<file path="config.mk">
export PLATFORM = sky130hd
export DESIGN_NAME = rom_load_sequencer
export DESIGN_NICKNAME = d
export VERILOG_FILES = /design/src/rtl/nes_ctrl_pkg.sv /design/src/rtl/btn_debounce.sv /design/src/rtl/rom_load_sequencer.sv
export SDC_FILE = /design/constraint.sdc
export NUM_CORES = 1
export LEC_CHECK = 0
export ABC_CLOCK_PERIOD_IN_PS = 2000
export BUFFER_PORTS_ARGS = -buffer_cell sky130_fd_sc_hd__buf_2
export CORE_MARGIN = 2
export CORE_UTILIZATION = 40
export DETAILED_ROUTE_END_ITERATION = 16
export SYNTH_ARGS = -nofsm -noshare
export SYNTH_HDL_FRONTEND = slang
export SYNTH_SLANG_ARGS = --single-unit
</file>
<file path="constraint.sdc">
create_clock -name clock -period 2 [get_ports clock]
set_clock_uncertainty 0.1 [all_clocks]
set_input_delay 0.4 -clock clock [delete_from_list [all_inputs] [get_ports clock]]
set_output_delay 0.4 -clock clock [all_outputs]
set_load 0.02 [all_outputs]
</file>
<file path="src/rtl/nes_ctrl_pkg.sv">
// Shared types and defaults for the NES system controller.
package nes_ctrl_pkg;

    typedef enum logic [2:0] {
        WAIT_LOCK,
        LOAD_REQ,
        LOADING,
        HOLD,
        RUN,
        ERROR
    } seq_state_t;

    localparam int CE_DIV = 4;

    localparam int DEF_DEBOUNCE_CYCLES   = 65536;
    localparam int DEF_LONG_PRESS_CYCLES = 6000000;
    localparam int DEF_NUM_GAMES         = 8;
    localparam int DEF_LOAD_TIMEOUT      = 1 << 24;
    localparam int DEF_RESET_HOLD        = 16;

    function automatic logic [3:0] next_index(input logic [3:0] idx, input int num_games);
        return (int'(idx) >= num_games - 1) ? 4'd0 : idx + 4'd1;
    endfunction

endpackage

</file>
<file path="src/rtl/btn_debounce.sv">
// Select-button conditioning: 2-FF sync, debounce, short/long press classification.
module btn_debounce #(
    parameter int DEBOUNCE_CYCLES   = 65536,
    parameter int LONG_PRESS_CYCLES = 6000000
) (
    input  logic clock,
    input  logic reset_n,
    input  logic btn_n,
    output logic pressed,
    output logic press_short,
    output logic press_long
);
    localparam int DB_W  = $clog2(DEBOUNCE_CYCLES + 1);
    localparam int DUR_W = $clog2(LONG_PRESS_CYCLES + 1);

    logic [1:0]       sync;
    logic [DB_W-1:0]  db_cnt;
    logic [DUR_W-1:0] dur;

    always_ff @(posedge clock or negedge reset_n) begin
        if (!reset_n) begin
            sync        <= 2'b11;
            db_cnt      <= '0;
            pressed     <= 1'b0;
            dur         <= '0;
            press_short <= 1'b0;
            press_long  <= 1'b0;
        end else begin
            sync        <= {sync[0], btn_n};
            press_short <= 1'b0;
            press_long  <= 1'b0;

            if (!sync[1] == pressed) begin
                db_cnt <= '0;
            end else if (db_cnt == DB_W'(DEBOUNCE_CYCLES - 1)) begin
                db_cnt  <= '0;
                pressed <= !sync[1];
                // A release after the long threshold already fired stays silent
                if (pressed && dur < DUR_W'(LONG_PRESS_CYCLES - 1))
                    press_short <= 1'b1;
            end else begin
                db_cnt <= db_cnt + 1'b1;
            end

            if (!pressed)
                dur <= '0;
            else if (dur != DUR_W'(LONG_PRESS_CYCLES))
                dur <= dur + 1'b1;

            if (pressed && dur == DUR_W'(LONG_PRESS_CYCLES - 1))
                press_long <= 1'b1;
        end
    end

endmodule

</file>
<file path="src/rtl/rom_load_sequencer.sv">
// NES system controller: PLL lock, ROM load handshake, core reset release,
// 1-in-4 clock enable and select-button game cycling.
module rom_load_sequencer import nes_ctrl_pkg::*; #(
    parameter int DEBOUNCE_CYCLES   = DEF_DEBOUNCE_CYCLES,
    parameter int LONG_PRESS_CYCLES = DEF_LONG_PRESS_CYCLES,
    parameter int NUM_GAMES         = DEF_NUM_GAMES,
    parameter int LOAD_TIMEOUT      = DEF_LOAD_TIMEOUT,
    parameter int RESET_HOLD        = DEF_RESET_HOLD
) (
    input  logic       clock,
    input  logic       reset_n,
    input  logic       pll_locked,
    input  logic       btn_n,
    input  logic       load_done,
    output logic       reload,
    output logic [3:0] index,
    output logic       nes_reset,
    output logic       nes_ce,
    output logic       busy,
    output logic       load_error
);
    localparam int CE_W   = $clog2(CE_DIV);
    localparam int TO_W   = $clog2(LOAD_TIMEOUT + 1);
    localparam int HOLD_W = $clog2(RESET_HOLD + 1);

    seq_state_t        state, state_nxt;
    logic [1:0]        lock_sync;
    logic              locked;
    logic [CE_W-1:0]   ce_cnt;
    logic [TO_W-1:0]   to_cnt;
    logic [HOLD_W-1:0] hold_cnt;
    logic              seen_low;
    logic              armed;
    logic              pressed, pressed_q, press_short, press_long;
    logic              released, btn_live;

    btn_debounce #(
        .DEBOUNCE_CYCLES  (DEBOUNCE_CYCLES),
        .LONG_PRESS_CYCLES(LONG_PRESS_CYCLES)
    ) u_btn (
        .clock      (clock),
        .reset_n    (reset_n),
        .btn_n      (btn_n),
        .pressed    (pressed),
        .press_short(press_short),
        .press_long (press_long)
    );

    assign locked   = lock_sync[1];
    assign released = pressed_q & ~pressed;
    assign btn_live = (state == RUN) || (state == ERROR);

    always_comb begin
        state_nxt = state;
        case (state)
            WAIT_LOCK: if (locked) state_nxt = LOAD_REQ;
            LOAD_REQ:  state_nxt = LOADING;
            LOADING: begin
                if (seen_low && load_done)
                    state_nxt = HOLD;
                else if (to_cnt == TO_W'(LOAD_TIMEOUT - 1))
                    state_nxt = ERROR;
            end
            HOLD: if (nes_ce && hold_cnt == HOLD_W'(RESET_HOLD - 1)) state_nxt = RUN;
            RUN: begin
                if (armed && press_short)
                    state_nxt = LOAD_REQ;
                else if (armed && press_long)
                    state_nxt = HOLD;
            end
            ERROR:   if (armed && released) state_nxt = LOAD_REQ;
            default: state_nxt = WAIT_LOCK;
        endcase
        if (!locked)
            state_nxt = WAIT_LOCK;
    end

    always_ff @(posedge clock or negedge reset_n) begin
        if (!reset_n) begin
            state      <= WAIT_LOCK;
            lock_sync  <= 2'b00;
            ce_cnt     <= '0;
            nes_ce     <= 1'b0;
            to_cnt     <= '0;
            hold_cnt   <= '0;
            seen_low   <= 1'b0;
            armed      <= 1'b0;
            pressed_q  <= 1'b0;
            reload     <= 1'b0;
            index      <= 4'd0;
            nes_reset  <= 1'b1;
            busy       <= 1'b1;
            load_error <= 1'b0;
        end else begin
            state     <= state_nxt;
            lock_sync <= {lock_sync[0], pll_locked};
            ce_cnt    <= ce_cnt + 1'b1;
            nes_ce    <= (ce_cnt == CE_W'(CE_DIV - 1));
            pressed_q <= pressed;

            if (state == LOAD_REQ) begin
                to_cnt   <= '0;
                seen_low <= 1'b0;
            end else if (state == LOADING) begin
                to_cnt <= to_cnt + 1'b1;
                if (!load_done)
                    seen_low <= 1'b1;
            end

            if (state != HOLD)
                hold_cnt <= '0;
            else if (nes_ce)
                hold_cnt <= hold_cnt + 1'b1;

            // Only presses that begin while the button is live may act
            if (!btn_live)
                armed <= 1'b0;
            else if (pressed && !pressed_q)
                armed <= 1'b1;

            if (state == RUN && state_nxt == LOAD_REQ)
                index <= next_index(index, NUM_GAMES);

            reload     <= (state_nxt == LOAD_REQ);
            nes_reset  <= (state_nxt != RUN);
            busy       <= (state_nxt != RUN);
            load_error <= (state_nxt == ERROR);
        end
    end

endmodule

</file>
==> metrics <==
Total Wirelength between 8000 and 9000 um; tightest slew margin relative to the limit approximately 71%; syn avg cell area 9.982 um^2; maximum vdd drop between 300 and 400 uV; Crit Path Class reg -> reg; Clock Pin Slew Worst Setup and Hold Paths ~90 ps; vias in the first global route ~3.2k; measured slew at the worst slew-check pin between 400 and 500 ps; crit path buf inv count 0; post-CTS repair timing setup buffer count 0; share of post-route cells with drive strength above 1 around an eighth; site row count 38; post-synth top area cell sky130_fd_sc_hd__dfrtp_1; layout overhead on the synthesized area 12.65%; total of warnings raised by yosys 0; unrepaired setup endpoints after global routing false; area of the die 12120 um^2; final worst path period share approximately 97%; cell with the biggest individual delay on the critical path sky130_fd_sc_hd__or3_4; total power consumption of the routed design 3.358 mW; number of enable flip-flop cells after synthesis 0; placeable core area between 10000 and 15000 um^2; clock tree from TritonCTS done; leakage power ~2.2 nW; post-synthesis instance area ~4500 um^2; nets in the synthesized netlist roughly 460; Num Clock Sinks 93; synthesized flop and latch total 93; worst min-delay path category in -> reg; Cells after Synth 451; utilization of the core after routing between 40% and 50%; storage element area around 2300 um^2; post-synthesis sequential area ratio 51.78%; Layout fillers between 1k and 1.5k; vertical extent of the die 110.1 um; effective utilization at floorplan between 40% and 50%; total power density per cell area between 600 and 700 nW/um^2; mean routed wirelength per cell about 13 um; predominant post-synthesis flop cell sky130_fd_sc_hd__dfrtp_1; number of vias in the routed layout between 3k and 4k; maximum number of pins on one net before global-route repair 37; nets@finish slightly below 500; outcome completed; family of cells with the greatest summed delay on the critical path simple AND/OR/NAND/NOR gates; area of the multi-input gates ~2100 um^2; # setup viols final 0; proportion of register bits with asynchronous set or reset after synthesis 100.0%; number of failing hold endpoints at the final stage 0; cell at the root of the clock tree sky130_fd_sc_hd__clkbuf_8; startpoint class of the critical path flop; Max Cap Viol 0; Horiz. Die Dim 110.1 um; final setup margin about 62 ps; highest fanout seen on the critical path 6; number of design-rule violations left by the first detailed-router iteration between 150 and 200; Min Clock Period, post-route 1938 ps; routability congestion estimate between 0.7 and 0.8; overall overflow remaining after global route 0; number of different library cells in the post-synthesis netlist 51; required arrival time at the worst endpoint around 2200 ps; Reg2Reg Setup Slack about 62 ps; top post-synthesis cells by count 90 x sky130_fd_sc_hd__dfrtp_1, 80 x sky130_fd_sc_hd__nor2_1, 38 x sky130_fd_sc_hd__xor2_1, 30 x sky130_fd_sc_hd__nand3_1, 26 x sky130_fd_sc_hd__nand2_1; clock buffers created by TritonCTS 9; top cells by area, synth sky130_fd_sc_hd__dfrtp_1 50%, sky130_fd_sc_hd__xor2_1 7.4%, sky130_fd_sc_hd__nor2_1 6.7%, sky130_fd_sc_hd__xnor2_1 3.9%, sky130_fd_sc_hd__nand3_1 3.3%; kind of end point of the critical path flop; arrival time of data at the critical path endpoint around 2100 ps; worst slack at placement around 76 ps; number of antenna violations at the first check in global routing 0; first-pass GRT wire length about 14000 um; area share of the largest cell type after synthesis 50.03%; setup_tns 0 ps; number of H-tree branching levels 3; Via density just over 5; maximum number of buffers from clock root to sink 2; biggest cell delay along the critical path about 440 ps; global routing usage summed across all routing layers approximately 15%; total count of max-transition violations in the final report 0; HPWL after DPL around 5800 um; Buffers on Ports 13; number of antenna-violating nets in the routed design 0; number of remaining DRC errors 0; Cell Chain, Critical Path or3b_1, or3_4, or3_1, a21oi_1; worst-skew pair later-pin latency ~370 ps; cell with the most instances after synthesis sky130_fd_sc_hd__dfrtp_1; maximum operating frequency ~520 MHz; count of TritonRoute iterations in the first routing pass 4; boundary pin count 14; antenna diode count 0
==> cells by family after synthesis <==
logic type,after synthesis,share of synthesized area [%]
simple gates,224,25.99
flops,93,51.78
xor+xnor,58,11.28
compound gates,40,5.726
buf+inv,25,2.307
fa+ha+maj,8,2.224
mux,3,0.6948
==> registers in the layout, indices dropped and copies added, names as in the netlist, 2 cells and up <==
register and cells:
u_btn.sync 2, ce_cnt 2, state 3, u_btn.dur 23
hold_cnt 5, u_btn.db_cnt 17, to_cnt 25, index 4
lock_sync 2
==> per-stage QoR <==
stage | instance area (um^2) | hold slack, ps | std cells
2_1_floorplan | 4502 | 4.409 | 451
3_3_place_gp | 4858 | 244.2 | 608
3_5_place_dp | 4858 | 240.4 | 608
4_1_cts | 5047 | 14.40 | 625
5_1_grt | 5071 | 14.78 | 625
6_report | 5071 | 39.11 | 625
==> timing repair <==
action	in CTS	in global routing
resized for setup	0	6
hold buffers	1	0
endpoints found under the setup margin	0	5
endpoints found under the hold margin	28	0
==> report_power, final <==
part           switching (mW)  total [mW]  internal [mW]
clock network           0.639        1.16          0.519
registers              0.0297        1.95           1.92
logic                   0.151       0.254          0.103
==> cells in the final DEF, fill, tap and decap left out, types with 7 or more instances in the layout <==
cell type / instances
sky130_fd_sc_hd__dfrtp_1: 89
sky130_fd_sc_hd__nor2_1: 79
sky130_fd_sc_hd__xor2_1: 38
sky130_fd_sc_hd__nand3_1: 29
sky130_fd_sc_hd__nand2_1: 26
sky130_fd_sc_hd__xnor2_1: 20
sky130_fd_sc_hd__nand4_1: 17
sky130_fd_sc_hd__buf_4: 17
sky130_fd_sc_hd__and3_1: 16
sky130_fd_sc_hd__buf_2: 12
sky130_fd_sc_hd__a21oi_1: 11
sky130_fd_sc_hd__clkbuf_8: 11
sky130_fd_sc_hd__inv_1: 10
sky130_fd_sc_hd__o21ai_0: 10
sky130_fd_sc_hd__nor3_1: 8
sky130_fd_sc_hd__ha_1: 8
sky130_fd_sc_hd__and4_1: 7
==> layer usage <==
layer / part of all wire [%] / global-route usage [%]
met5: 0 / 0
met4: 1.5 / 6.148
met3: 2.5 / 3.586
met2: 47 / 24.50
met1: 49 / 19.86
==> worst register-to-register path: cells and delay by family, from the launching register on <==
| family | cells | cell delay [ps] |
|---|---|---|
| flops | 1 | 430 |
| simple gates | 3 | 1190 |
| compound gates | 1 | 140 |
==> final timing paths <==
kind,startpoint,endpoint,cells after the start
max,state[2],to_cnt[10],4
min,btn_n,u_btn.sync[0],1
max reg2reg,state[2],to_cnt[10],4
min reg2reg,lock_sync[0],lock_sync[1],0
max in group asynchronous,reset_n,u_btn.sync[0],3
min in group asynchronous,reset_n,to_cnt[21],2
==> final cells by class <==
type / count / share of cell area [%]
sequential: 93 / 45.99
clock inverter: 3 / 0.3948
timing repair buffer: 33 / 5.083
multi-input combinational: 333 / 41.20
tap: 140 / 3.454
inverter: 10 / 0.7402
clock buffer: 13 / 3.133
Power figures use the tool's default switching activity.
